<file path="config.mk">
export PLATFORM = sky130hd
export DESIGN_NAME = logic_unit_seq_flat
export DESIGN_NICKNAME = d
export VERILOG_FILES = /design/src/rtl/logic_unit_pkg.sv /design/src/rtl/logic_unit_seq_if.sv /design/src/rtl/logic_slice.sv /design/src/rtl/logic_unit_seq.sv /design/src/flat_wrapper.sv
export SDC_FILE = /design/constraint.sdc
export NUM_CORES = 1
export LEC_CHECK = 0
export ABC_AREA = 1
export BUFFER_PORTS_ARGS = -buffer_cell sky130_fd_sc_hd__clkbuf_2
export CAP_MARGIN = 20
export CORE_AREA = 2 2 69 119
export CTS_CLUSTER_DIAMETER = 40
export DETAILED_ROUTE_END_ITERATION = 12
export DIE_AREA = 0 0 71 121
export PLACE_DENSITY = 0.75
export SLEW_MARGIN = 10
export SYNTH_ARGS = -nofsm -noshare
export SYNTH_HDL_FRONTEND = slang
export SYNTH_SLANG_ARGS = --single-unit
</file>
<file path="constraint.sdc">
create_clock -name clk -period 2.3 [get_ports clk]
set_input_delay 0.115 -clock clk [delete_from_list [all_inputs] [get_ports clk]]
set_output_delay 0.115 -clock clk [all_outputs]
set_load 0.01 [all_outputs]
</file>
<file path="src/rtl/logic_unit_pkg.sv">
// Shared types for the slice-serial logic unit: opcode and FSM state encodings.
package logic_unit_pkg;

    typedef enum logic [2:0] {
        OpAnd   = 3'b000,
        OpOr    = 3'b001,
        OpXor   = 3'b010,
        OpNand  = 3'b011,
        OpNor   = 3'b100,
        OpXnor  = 3'b101,
        OpNotA  = 3'b110,
        OpPassB = 3'b111
    } op_t;

    typedef enum logic [1:0] {
        StIdle,
        StBusy,
        StDone
    } state_t;

    // Slice index width; a single-slice configuration still gets one bit.
    function automatic int unsigned idx_width(input int unsigned ns);
        return (ns > 1) ? $clog2(ns) : 1;
    endfunction

endpackage

</file>
<file path="src/rtl/logic_unit_seq_if.sv">
// Request/response bundle of the logic unit: operand handshake in, result handshake out.
interface logic_unit_seq_if #(
    parameter int unsigned WIDTH = 16
);
    logic             in_valid;
    logic             in_ready;
    logic [2:0]       op;
    logic             acc;
    logic [WIDTH-1:0] a;
    logic [WIDTH-1:0] b;
    logic             out_valid;
    logic             out_ready;
    logic [WIDTH-1:0] y;
    logic             zero;
    logic             ones;
    logic             msb;

    modport master (
        output in_valid, op, acc, a, b, out_ready,
        input  in_ready, out_valid, y, zero, ones, msb
    );

    modport slave (
        input  in_valid, op, acc, a, b, out_ready,
        output in_ready, out_valid, y, zero, ones, msb
    );
endinterface

</file>
<file path="src/rtl/logic_slice.sv">
// Combinational bitwise operator over one SLICE-bit chunk of the operands.
module logic_slice
    import logic_unit_pkg::*;
#(
    parameter int unsigned SLICE = 4
) (
    input  op_t              op,
    input  logic [SLICE-1:0] a_s,
    input  logic [SLICE-1:0] b_s,
    output logic [SLICE-1:0] y_s
);

    always_comb begin
        y_s = '0;
        unique case (op)
            OpAnd:   y_s = a_s & b_s;
            OpOr:    y_s = a_s | b_s;
            OpXor:   y_s = a_s ^ b_s;
            OpNand:  y_s = ~(a_s & b_s);
            OpNor:   y_s = ~(a_s | b_s);
            OpXnor:  y_s = ~(a_s ^ b_s);
            OpNotA:  y_s = ~a_s;
            OpPassB: y_s = b_s;
        endcase
    end

endmodule

</file>
<file path="src/rtl/logic_unit_seq.sv">
// Slice-serial bitwise logic unit: latches operands, computes SLICE bits per cycle,
// then commits the result and its flags together on the BUSY->DONE edge.
module logic_unit_seq
    import logic_unit_pkg::*;
#(
    parameter int unsigned WIDTH = 16,
    parameter int unsigned SLICE = 4
) (
    input  logic            clk,
    input  logic            rst_n,
    logic_unit_seq_if.slave bus
);

    localparam int unsigned NS   = WIDTH / SLICE;
    localparam int unsigned IdxW = idx_width(NS);
    localparam logic [IdxW-1:0] LastIdx = IdxW'(NS - 1);

    if (WIDTH < 1 || SLICE < 1 || (WIDTH % SLICE) != 0) begin : g_bad_slice
        $error("logic_unit_seq: SLICE must be nonzero and divide WIDTH");
    end

    state_t           r_state;
    state_t           w_state_next;
    logic [IdxW-1:0]  r_idx;
    op_t              r_op;
    logic [WIDTH-1:0] r_a;
    logic [WIDTH-1:0] r_b;
    logic [WIDTH-1:0] r_work;
    logic [WIDTH-1:0] r_y;
    logic             r_zero;
    logic             r_ones;
    logic             r_msb;

    logic             w_accept;
    logic             w_last;
    logic [SLICE-1:0] w_a_s;
    logic [SLICE-1:0] w_b_s;
    logic [SLICE-1:0] w_y_s;
    logic [WIDTH-1:0] w_work_next;

    assign w_accept = (r_state == StIdle) && bus.in_valid;
    assign w_last   = (r_state == StBusy) && (r_idx == LastIdx);

    assign w_a_s = r_a[r_idx*SLICE +: SLICE];
    assign w_b_s = r_b[r_idx*SLICE +: SLICE];

    logic_slice #(
        .SLICE(SLICE)
    ) u_slice (
        .op (r_op),
        .a_s(w_a_s),
        .b_s(w_b_s),
        .y_s(w_y_s)
    );

    // Work register with the current slice merged in, so the final slice lands in y directly.
    always_comb begin
        w_work_next = r_work;
        w_work_next[r_idx*SLICE +: SLICE] = w_y_s;
    end

    always_comb begin
        w_state_next = r_state;
        unique case (r_state)
            StIdle:  if (bus.in_valid) w_state_next = StBusy;
            StBusy:  if (r_idx == LastIdx) w_state_next = StDone;
            StDone:  if (bus.out_ready) w_state_next = StIdle;
            default: w_state_next = StIdle;
        endcase
    end

    always_ff @(posedge clk) begin
        if (!rst_n) begin
            r_state <= StIdle;
        end else begin
            r_state <= w_state_next;
        end
    end

    always_ff @(posedge clk) begin
        if (!rst_n) begin
            r_idx  <= '0;
            r_op   <= OpAnd;
            r_a    <= '0;
            r_b    <= '0;
            r_work <= '0;
            r_y    <= '0;
            r_zero <= 1'b1;
            r_ones <= 1'b0;
            r_msb  <= 1'b0;
        end else begin
            if (w_accept) begin
                r_op  <= op_t'(bus.op);
                r_a   <= bus.acc ? r_y : bus.a;
                r_b   <= bus.b;
                r_idx <= '0;
            end
            if (r_state == StBusy) begin
                r_work <= w_work_next;
                if (w_last) begin
                    r_y    <= w_work_next;
                    r_zero <= (w_work_next == '0);
                    r_ones <= &w_work_next;
                    r_msb  <= w_work_next[WIDTH-1];
                end else begin
                    r_idx <= r_idx + 1'b1;
                end
            end
        end
    end

    assign bus.in_ready  = (r_state == StIdle);
    assign bus.out_valid = (r_state == StDone);
    assign bus.y         = r_y;
    assign bus.zero      = r_zero;
    assign bus.ones      = r_ones;
    assign bus.msb       = r_msb;

endmodule

</file>
<file path="src/flat_wrapper.sv">
// flat-port wrapper written by rule: the top's interface ports become plain ports
module logic_unit_seq_flat import logic_unit_pkg::*;
#(
    parameter int unsigned WIDTH = 16,
    parameter int unsigned SLICE = 4
)
  (clk, rst_n, bus_in_valid, bus_op, bus_acc, bus_a, bus_b, bus_out_ready, bus_in_ready, bus_out_valid, bus_y, bus_zero, bus_ones, bus_msb);
  logic_unit_seq_if #(.WIDTH(WIDTH)) bus_i ();
  input  logic clk;
  input  logic rst_n;
  input wire logic [$bits(bus_i.in_valid)-1:0] bus_in_valid;
  input wire logic [$bits(bus_i.op)-1:0] bus_op;
  input wire logic [$bits(bus_i.acc)-1:0] bus_acc;
  input wire logic [$bits(bus_i.a)-1:0] bus_a;
  input wire logic [$bits(bus_i.b)-1:0] bus_b;
  input wire logic [$bits(bus_i.out_ready)-1:0] bus_out_ready;
  output wire logic [$bits(bus_i.in_ready)-1:0] bus_in_ready;
  output wire logic [$bits(bus_i.out_valid)-1:0] bus_out_valid;
  output wire logic [$bits(bus_i.y)-1:0] bus_y;
  output wire logic [$bits(bus_i.zero)-1:0] bus_zero;
  output wire logic [$bits(bus_i.ones)-1:0] bus_ones;
  output wire logic [$bits(bus_i.msb)-1:0] bus_msb;
  assign bus_i.in_valid = bus_in_valid;
  assign bus_i.op = bus_op;
  assign bus_i.acc = bus_acc;
  assign bus_i.a = bus_a;
  assign bus_i.b = bus_b;
  assign bus_i.out_ready = bus_out_ready;
  assign bus_in_ready = bus_i.in_ready;
  assign bus_out_valid = bus_i.out_valid;
  assign bus_y = bus_i.y;
  assign bus_zero = bus_i.zero;
  assign bus_ones = bus_i.ones;
  assign bus_msb = bus_i.msb;
  logic_unit_seq #(.WIDTH(WIDTH), .SLICE(SLICE)) u_core (.clk(clk), .rst_n(rst_n), .bus(bus_i));
endmodule
</file>
==> results of run 1 <==
==> kinds of logic (layout without fill, tap and decap cells) <==
logic type      Yosys count  in the layout  share of synthesized area (%)
simple gates            295            295                           30.6
buf+inv                 131            204                           12.9
compound gates          118            118                           16.3
flops                    73             73                           35.9
fa+ha+maj                14             14                           4.30
==> layer usage <==
layer / track usage [%] / wire length, um
met3: 4.49 / 501
met5: 0 / 0
met2: 51.1 / 6250
met4: 17.1 / 671
met1: 28.8 / 4350
==> final timing paths <==
path | startpoint | end | depth (start not counted)
worst max register to register | u_core.r_idx[0] | u_core.bus.ones | 17
worst min register to register | u_core.bus.ones | u_core.bus.ones | 2
worst max-delay path | u_core.r_idx[0] | u_core.bus.ones | 17
worst min-delay path | bus_b[3] | u_core.r_b[3] | 3
==> Yosys cell counts, types with 2 or more instances <==
master	count
o211ai_1	20
buf_4	3
inv_1	92
nand2_1	142
o21ai_0	49
nor2_1	89
inv_2	5
buf_2	3
dfxtp_1	73
buf_6	2
nand4_1	14
ha_1	14
nor2_2	7
o21bai_1	6
clkbuf_1	23
nand3_1	36
a21oi_1	39
o21ai_2	2
==> final cells by class <==
class,count,area [sq um]
sequential,73,1470
fill,662,2490
clock buffer,10,229
clock inverter,5,32.5
inverter,99,382
timing repair buffer,90,557
multi-input combinational,427,2350
tap,88,110
==> timing repair <==
item,CTS,global route
pin swaps,8,24
gates resized for setup,23,57
endpoints found under the setup margin,9,23
cloned,0,1
setup buffers,2,3
==> worst max-delay path, cell delays in order, from the launching register on <==
cell	delay, ns
dfxtp_4	0.40
buf_6	0.14
nand2_1	0.07
nand3_2	0.10
nand2_2	0.09
ha_4	0.27
nand4_1	0.09
nand2_1	0.07
nor2_1	0.05
nand3_2	0.12
nand4_1	0.13
nand2_2	0.12
inv_2	0.05
nor2_1	0.10
nand2_1	0.11
nor2_4	0.12
nand3_2	0.08
a21oi_2	0.11
==> flip-flops by register name, summed over array words and instances, names as in the netlist <==
name,cells
u_core.bus.zero,1
u_core.r_idx,2
u_core.r_op,3
u_core.bus.ones,1
u_core.r_state,2
u_core.r_work,16
u_core.bus.y,16
u_core.r_b,16
u_core.r_a,16
==> through the flow <==
| stage | TNS, ns | hold slack [ns] | utilization (%) | instance area [sq um] | total power [mW] |
|---|---|---|---|---|---|
| after floorplan | 0 | 0.282 | - | 4070 | 1.97 |
| after global placement | -0.239 | 0.365 | 59.4 | 4530 | 2.21 |
| after detailed placement | -0.475 | 0.374 | 59.4 | 4530 | 2.21 |
| after CTS | 0 | 0.0295 | 64.2 | 4890 | 3.52 |
| after global routing | -1.20 | 0.0487 | 67.3 | 5130 | 3.80 |
| final | -0.00935 | 0.0291 | 67.3 | 5130 | 3.61 |
==> power by group <==
part	switching (mW)	total [mW]	internal (mW)
registers	0.0618	1.41	1.35
clock network	0.538	1.26	0.724
logic	0.575	0.931	0.357
total	1.17	3.61	2.43
==> flow_summary_export.csv, run 1 <==
group,metric,value,unit
cells_and_area,final_cell_mix,"nand2_1, inv_1, nor2_1, dfxtp_1, clkbuf_2",
worst_setup_path,worstSetupStartpointType,"flop",
synthesis,netlist_instances,631,
grt,grt_pass1_vias,3981,
timing,finClkSkew,0.00537,ns
clock_network,cts_hold_buf,0,
synthesis,yosysWarnings,0,
synthesis,synth_top_cell_by_area,"dfxtp_1",
cells_and_area,drive_above_1_share,26.3,%
status,status,"finished, violations left",
synthesis,syn_nets,685,
timing,post-route-period-util,100,%
route,drtIter0Drc,245,
timing,relSlewSlack,62.8,%
grt,grt_pass1_wl,18.6,mm
status,violations,"negative setup slack",
synthesis,synth-main-ff-cell,"dfxtp_1",
synthesis,synthArstFlopShare,0,%
clock_network,clk_pin_slew,0.06,ns
timing,finalSetupViolCount,2,
timing,tightest_slew,0.558,ns
clock_network,cts_max_path_buffers,2,
grt,track_usage,27.8,%
worst_setup_path,crit_path_max_fanout,8,
timing,slew_viol_final,0,
grt,grt_overflow,0,
place,port-buffer-count,60,
floorplanning,dieArea,8590,sq um
clock_network,clk_latency,0.33,ns
cells_and_area,fin_cells,792,
power,vdd_drop_max,0.000614,V
power,p_leak,2.62,nW
route,drc,0,
worst_setup_path,rrSetupSlack,-0.008,ns
timing,period_minus_slack,2.31,ns
worst_setup_path,path_class,"flop to flop",
cells_and_area,layout_commonest_cell,"nand2_1",
worst_hold_path,min_path_type,"input port to flop",
cells_and_area,finalNetCount,754,
route,drt-total-wl,11.8,mm
synthesis,synth_edf_count,0,
power,power_density,703,nW/um^2
clock_network,htreeDepth,3,
floorplanning,boundaryPins,61,
place,place_ws,-0.113,ns
timing,postLayoutSetupSlackWorst,-0.00809,ns
route,routed_via_density,5.36,
cells_and_area,area_growth,26.0,%
synthesis,ys_seq_elements,73,
route,antenna_left,0,
synthesis,yosys-top-cells-area,"dfxtp_1, nand2_1, inv_1, nor2_1, o21ai_0",
clock_network,cts-root-buf,"clkbuf_16",
cells_and_area,antenna_cells,0,
place,routabilityCongestion,0.892,
place,hpwl,8.58,mm
route,route.vias.total,4246,
timing,hold_violations,0,
timing,clock.fmax,0.433,GHz
floorplanning,fp.dieH,121,um
floorplanning,initial_utilization,53.5,%
worst_setup_path,cp-end-kind,"flop",
synthesis,synth_cell_type_count,30,
worst_setup_path,arrival,2.57,ns
place,dp_cells,771,
route,first_pass_iters,6,
clock_network,tritoncts,"done",
run,max_cap_viol_count,0,
clock_network,cts.sinks,73,
synthesis,synth_area,4070,sq um
floorplanning,core-area,7620,sq um
grt,antenna_found_initial,0,
route,wl_per_cell,14.9,um
floorplanning,die_x,71,um
floorplanning,rows,42,
timing,rsz0062_at_grt,"yes",
synthesis,ys_seq_area_share,35.9,%
grt,grt_max_degree,40,
synthesis,avgSynthCellArea,6.46,sq um
clock_network,cts_buffers,9,
synthesis,yosysTopAreaCellShare,35.9,%
worst_setup_path,worst_ep_required_time,2.56,ns
Note: power is estimated with default switching activity, not from simulation.
==> run 2: changes to the inputs <==
--- a/config.mk
+++ b/config.mk
@@ -8,10 +8,10 @@
 export ABC_AREA = 1
 export BUFFER_PORTS_ARGS = -buffer_cell sky130_fd_sc_hd__clkbuf_2
 export CAP_MARGIN = 20
-export CORE_AREA = 2 2 69 119
+export CORE_AREA = 3 3 70 120
 export CTS_CLUSTER_DIAMETER = 40
 export DETAILED_ROUTE_END_ITERATION = 12
-export DIE_AREA = 0 0 71 121
+export DIE_AREA = 0 0 73 123
 export PLACE_DENSITY = 0.75
 export SLEW_MARGIN = 10
 export SYNTH_ARGS = -nofsm -noshare
==> run 2 against run 1 <==
  * The run still ends with negative setup slack left
  * Worst hold slack worse by 0.0015 ns
  * Maximum frequency down 1.9%
  * Die area up 4.5%
  * Non-clock buffer count down 6
  * Sequential power about the same
  * Sequential share of layout area down 0.22 points
  * Critical path type unchanged
==> flow_summary_export.csv, run 2 (synthesis results as in run 1) <==
group,metric,value,unit
status,status,"finished, violations left",
status,violations,"negative setup slack",
worst_setup_path,worstSetupStartpointType,"flop",
worst_hold_path,min_path_type,"input port to flop",
timing,rsz0062_at_grt,"yes",
cells_and_area,final_cell_mix,"nand2_1, inv_1, nor2_1, dfxtp_1, clkbuf_2",
power,p_leak,2.63,nW
power,vdd_drop_max,0.000715,V
timing,timing.hold.ws,0.0275,ns
worst_hold_path,holdPathEnd,"u_core.r_b[3]",
cells_and_area,fin_cells,787,
clock_network,cts.sinks,73,
timing,clock.fmax,0.425,GHz
clock_network,cts-root-buf,"clkbuf_16",
timing,tightest_slew,0.565,ns
route,drtIter0Drc,212,
cells_and_area,layout_commonest_cell,"nand2_1",
floorplanning,core-area,7620,sq um
cells_and_area,antenna_cells,0,
route,route.vias.total,4280,
clock_network,cts_hold_buf,0,
clock_network,clk_pin_slew,0.06,ns
worst_setup_path,crit_path_top_delay_cell,"dfxtp_4",
timing,slew_viol_final,0,
floorplanning,rows,42,
clock_network,htreeDepth,3,
floorplanning,initial_utilization,53.5,%
place,hpwl,8.65,mm
route,antenna_left,0,
cells_and_area,finalNetCount,748,
grt,antenna_found_initial,0,
worst_setup_path,path_cells,"buf_8 > nand2_2 > nand3_4 > nand2_4 > ha_4 > nand4_1 > nand2_1 > nor2_2 > nand2_1 > nor2_2 > nor2_4 > nand4_1 > nand2_2 > nand2_2 > nor2_2 > nand3_2 > a21oi_2",
place,place_area,4480,sq um
worst_setup_path,cp-end-kind,"flop",
timing,period_minus_slack,2.35,ns
route,routed_via_density,5.44,
grt,grt_pass1_vias,4082,
worst_setup_path,critPathMaxStageDelay,0.41,ns
worst_setup_path,rr_startpoint,"u_core.r_idx[0]",
clock_network,cts_max_path_buffers,2,
timing,post-route-period-util,102,%
place,port-buffer-count,60,
worst_hold_path,min_path_cells,3,
worst_setup_path,arrival,2.62,ns
grt,grt_overflow,0,
clock_network,tritoncts,"done",
worst_setup_path,worst_ep_required_time,2.57,ns
grt,grt_max_degree,49,
cells_and_area,drive_above_1_share,28.0,%
power,power,3.75,mW
route,first_pass_iters,6,
power,power_density,726,nW/um^2
worst_setup_path,reg2regPathDepth,17,
place,routabilityCongestion,0.924,
clock_network,cts_buffers,9,
timing,setup_tns,-0.0884,ns
floorplanning,die_x,73,um
cells_and_area,fin_area,5170,sq um
run,max_cap_viol_count,0,
floorplanning,dieArea,8980,sq um
clock_network,clk_latency,0.34,ns
timing,finClkSkew,0.00662,ns
timing,hold_violations,0,
grt,grt_pass1_wl,18.9,mm
floorplanning,boundaryPins,61,
timing,postLayoutSetupSlackWorst,-0.0530,ns
grt,track_usage,27.2,%
worst_setup_path,crit_path_max_fanout,8,
worst_setup_path,r2r_end,"u_core.bus.ones",
cells_and_area,area_growth,26.8,%
timing,finalSetupViolCount,2,
place,dp_cells,766,
timing,relSlewSlack,62.3,%
worst_hold_path,hold_start,"bus_b[3]",
worst_setup_path,rrSetupSlack,-0.05,ns
route,drc,0,
route,wl_per_cell,15.3,um
route,drt-total-wl,12.1,mm
floorplanning,fp.dieH,123,um
worst_setup_path,path_class,"flop to flop",
-- run 2: cell types whose count changed in the layout (fill, tap and decap cells not counted), moves of 2 or more --
cell      delta
nand2_1     -14
nand2_2     +12
buf_4        -5
nand3_1      -3
nand3_2      +3
clkinv_2     -2
nand2_4      +2
-- run 2: metal layers --
metal | GRT usage [%] | routed length [um] | vias to the layer above | part of all wire (%)
met5 | 0 | 0 | - | 0
met4 | 13.9 | 465 | 0 | 3.9
met3 | 5.45 | 533 | 38 | 4.4
met2 | 50.3 | 6560 | 125 | 54
met1 | 27.9 | 4510 | 1991 | 37
li1 | - | - | 2126 | -
-- run 2: how the worst max path moves through the flow --
stage	start	cells after the start	endpoint	slack [ns]
floorplan	u_core.r_idx[0]	21	u_core.bus.zero	0.14
global placement	u_core.r_idx[0]	18	u_core.bus.ones	-0.07
detailed placement	u_core.r_idx[0]	16	u_core.bus.ones	-0.12
CTS	u_core.r_idx[0]	19	u_core.bus.ones	0.004
global route	u_core.r_idx[0]	17	u_core.bus.ones	-0.14
finish	u_core.r_idx[0]	17	u_core.bus.ones	-0.05
-- run 2: repair_timing --
item | CTS | global route
pin swaps | 3 | 51
setup endpoints to repair | 4 | 24
setup buffers | 1 | 3
cloned | 0 | 1
resized for setup | 17 | 81
-- run 2: layout make-up --
cell class / instances / area, sq um
Clock buffer: 12 / 246
Clock inverter: 4 / 51.3
Fill cell: 675 / 2450
Inverter: 99 / 382
Multi-Input combinational cell: 427 / 2410
Sequential cell: 73 / 1470
Tap cell: 88 / 110
Timing Repair Buffer: 84 / 503
-- run 2: through the flow --
stage | setup slack (ns) | util, %
2_1_floorplan | 0.145 | -
3_3_place_gp | -0.0712 | 58.8
3_5_place_dp | -0.124 | 58.8
4_1_cts | 0.00426 | 63.6
5_1_grt | -0.142 | 67.8
6_report | -0.0530 | 67.8
-- run 2: worst max-delay path, delay by kind of cell, from the launching register on --
family / cells / cell delay (ns)
compound gates: 1 / 0.13
fa+ha+maj: 1 / 0.27
buf+inv: 1 / 0.15
flops: 1 / 0.41
simple gates: 14 / 1.32
-- run 2: power by group --
part	internal (mW)	switching, mW
logic	0.349	0.577
registers	1.35	0.0644
clock network	0.872	0.535
==> run 3: changes to the inputs <==
--- a/config.mk
+++ b/config.mk
@@ -8,12 +8,13 @@
 export ABC_AREA = 1
 export BUFFER_PORTS_ARGS = -buffer_cell sky130_fd_sc_hd__clkbuf_2
 export CAP_MARGIN = 20
-export CORE_AREA = 3 3 70 120
+export CORE_AREA = 3 3 69 120
 export CTS_CLUSTER_DIAMETER = 40
 export DETAILED_ROUTE_END_ITERATION = 12
-export DIE_AREA = 0 0 73 123
-export PLACE_DENSITY = 0.75
+export DIE_AREA = 0 0 72 123
+export PLACE_DENSITY = 0.76
 export SLEW_MARGIN = 10
 export SYNTH_ARGS = -nofsm -noshare
 export SYNTH_HDL_FRONTEND = slang
+export SYNTH_HIERARCHICAL = 1
 export SYNTH_SLANG_ARGS = --single-unit
==> run 3 against run 2 <==
  * The run still ends with negative setup slack left
  * Worst setup slack got worse by 0.19 ns
  * Clock skew shrank 0.00058 ns
  * Wire length is 13% higher
  * Clock power rose by 4%
  * Sequential cell count unchanged
  * Core utilization rose by 8.4 points
  * Final cell count is 4.6% higher
  * Register-to-register slack got worse by 0.19 ns
  * Sequential power hardly changed
  * Critical endpoint is now u_core/bus.ones
==> flow_summary_export.csv, run 3 <==
group,metric,value,unit
clock_network,cts_buffers,9,
floorplanning,rows,42,
synthesis,synth-main-ff-cell,"dfxtp_1",
power,power_density,680,nW/um^2
worst_setup_path,arrival,2.81,ns
floorplanning,fp.dieH,123,um
worst_setup_path,reg2regPathDepth,21,
cells_and_area,fill_cells,568,
clock_network,cts.sinks,73,
timing,postLayoutSetupSlackWorst,-0.242,ns
synthesis,synthArstFlopShare,0,%
floorplanning,initial_utilization,53.6,%
grt,grtUsageMet2,54.2,%
cells_and_area,fin_cells,823,
timing,tightest_slew,0.585,ns
place,place_area,4710,sq um
synthesis,yosysWarnings,6,
grt,grt_pass1_vias,4212,
grt,grt_pass1_wl,20.2,mm
synthesis,synth_area,4030,sq um
synthesis,avgSynthCellArea,6.53,sq um
grt,grt_overflow,0,
synthesis,yosys-top-cells-area,"dfxtp_1, nor2_1, inv_1, o21ai_0, nand2_1",
place,port-buffer-count,60,
worst_setup_path,crit_path_max_fanout,7,
grt,grt_max_degree,52,
worst_hold_path,hold_start,"bus_op[2]",
synthesis,yosysTopAreaCellShare,36.3,%
timing,hold_violations,0,
clock_network,cts_hold_buf,0,
cells_and_area,fin_area,5730,sq um
timing,finClkSkew,0.00604,ns
route,drt-total-wl,13.7,mm
timing,post-route-period-util,111,%
synthesis,synth_common_cells,"nor2_1, inv_1, nand2_1",
timing,clock.fmax,0.393,GHz
clock_network,clk_latency,0.34,ns
synthesis,synth_cell_type_count,31,
worst_setup_path,crit_path_top_delay_cell,"dfxtp_4",
clock_network,tritoncts,"done",
floorplanning,core-area,7510,sq um
route,routed_via_density,5.48,
worst_setup_path,worstSetupStartpointType,"flop",
clock_network,cts_max_path_buffers,2,
route,drc,0,
cells_and_area,finalNetCount,784,
power,power,3.90,mW
worst_setup_path,cp-end-kind,"flop",
worst_hold_path,min_path_cells,3,
clock_network,clk_pin_slew,0.06,ns
timing,setup_tns,-2.10,ns
place,hpwl,9.19,mm
worst_setup_path,worst_ep_required_time,2.57,ns
worst_setup_path,rr_startpoint,"u_core/r_idx[0]",
worst_setup_path,crit_top_cell,"nor2_1",
worst_hold_path,holdPathEnd,"u_core/r_op[2]",
timing,period_minus_slack,2.54,ns
worst_setup_path,path_class,"flop to flop",
grt,grt_use_met1,30.5,%
timing,finalSetupViolCount,19,
grt,track_usage,30.1,%
synthesis,yosysMostFrequentCell,"nor2_1",
cells_and_area,layout_commonest_cell,"nor2_1",
synthesis,ys_seq_elements,73,
timing,rsz0062_at_grt,"yes",
cells_and_area,final_cell_mix,"nor2_1, inv_1, dfxtp_1, nand2_1, clkbuf_2",
timing,relSlewSlack,61.0,%
floorplanning,die_x,72,um
run,max_cap_viol_count,0,
route,wl_per_cell,16.6,um
synthesis,netlist_instances,617,
worst_setup_path,critPathMaxStageDelay,0.41,ns
worst_setup_path,path_cells,"inv_8 > buf_8 > o21ai_4 > o22ai_4 > buf_4 > ha_2 > inv_1 > nand2_1 > nand2_1 > nor2_2 > nand3_2 > inv_1 > nor2_1 > nand3_1 > o21ai_2 > nand2_1 > nor2_1 > nand2_1 > nor2_1 > nor2_1 > nor2_1",
status,violations,"negative setup slack",
route,first_pass_iters,5,
clock_network,cts-root-buf,"clkbuf_16",
place,place_ws,-0.359,ns
power,vdd_drop_max,0.000499,V
grt,antenna_found_initial,0,
floorplanning,boundaryPins,61,
timing,timing.hold.ws,0.0325,ns
cells_and_area,fin_util,76.2,%
clock_network,htreeDepth,3,
synthesis,synth_top_cell_by_area,"dfxtp_1",
route,drtIter0Drc,306,
timing,slew_viol_final,0,
power,p_leak,2.80,nW
grt,gr-usage-met3,5.13,%
grt,grt_busiest_layer,"met2",
worst_setup_path,rrSetupSlack,-0.24,ns
cells_and_area,area_growth,42.1,%
cells_and_area,antenna_cells,0,
synthesis,synth_edf_count,0,
place,dp_cells,788,
worst_setup_path,startpoint,"u_core/r_idx[0]",
worst_setup_path,r2r_end,"u_core/bus.ones",
route,route.vias.total,4507,
cells_and_area,drive_above_1_share,36.3,%
route,antenna_left,0,
synthesis,syn_nets,671,
floorplanning,dieArea,8860,sq um
place,routabilityCongestion,1.00,
synthesis,ys_seq_area_share,36.3,%
worst_hold_path,min_path_type,"input port to flop",
status,status,"finished, violations left",
[run 3: cell types whose count changed in the layout (fill, tap and decap cells not counted), sizes merged, moves of 6 or more]
cell / before / now
a21oi: 39 / 45
buf: 24 / 72
nand2: 142 / 86
nand3: 37 / 26
nand4: 15 / 9
nor2: 97 / 127
o21ai: 52 / 70
o21bai: 6 / 0
o22ai: 0 / 8
[run 3: report_power, final]
part / internal [mW] / total (mW) / switching, mW / leakage, nW
clock: 0.909 / 1.47 / 0.557 / 0.144
combinational: 0.436 / 1.01 / 0.576 / 2.06
sequential: 1.35 / 1.42 / 0.0702 / 0.601
[run 3: layout make-up]
| cell class | instances | area [sq um] | share of cell area, % |
|---|---|---|---|
| Tap cell | 88 | 110 | 1.92 |
| Clock buffer | 11 | 254 | 4.44 |
| Inverter | 101 | 394 | 6.88 |
| Sequential cell | 73 | 1470 | 25.7 |
| Clock inverter | 5 | 61.3 | 1.07 |
| Timing Repair Buffer | 132 | 938 | 16.4 |
| Multi-Input combinational cell | 413 | 2500 | 43.6 |
[run 3: what timing repair did]
item                                    4_1_cts  5_1_grt
endpoints found under the setup margin       26       33
gates resized for setup                      88       85
setup buffers                                14        9
pin swaps                                    27       36
[run 3: worst max path at each step]
stage                 endpoint  slack, ns  cells after the start
5_1_grt        u_core/bus.ones      -0.40                     22
2_1_floorplan  u_core/bus.ones     -0.002                     22
4_1_cts        u_core/bus.ones      -0.18                     20
6_report       u_core/bus.ones      -0.24                     21
3_5_place_dp   u_core/bus.zero      -0.36                     18
3_3_place_gp   u_core/bus.zero      -0.35                     18
[run 3: logic make-up (layout without fill, tap and decap cells)]
logic type	count (synthesis)	in the layout	synth area share (%)
AOI/OAI and AO/OA	144	144	19.6
adders and majority gates	14	14	4.35
DFF	73	73	36.3
buffers and inverters	131	249	13.3
and+or+nand+nor	255	255	26.5
[run 3: metal layers]
layer  part of all wire, %  wire [um]
met5                     0          0
met4                   6.5        884
met3                   4.9        668
met2                    52       7110
met1                    37       5040
[run 3: worst max-delay path: cells and delay by family, from the launching register on]
kind | cells | cell delay (ns)
DFF | 1 | 0.41
buffers and inverters | 5 | 0.44
and+or+nand+nor | 12 | 1.07
adders and majority gates | 1 | 0.17
AOI/OAI and AO/OA | 3 | 0.39
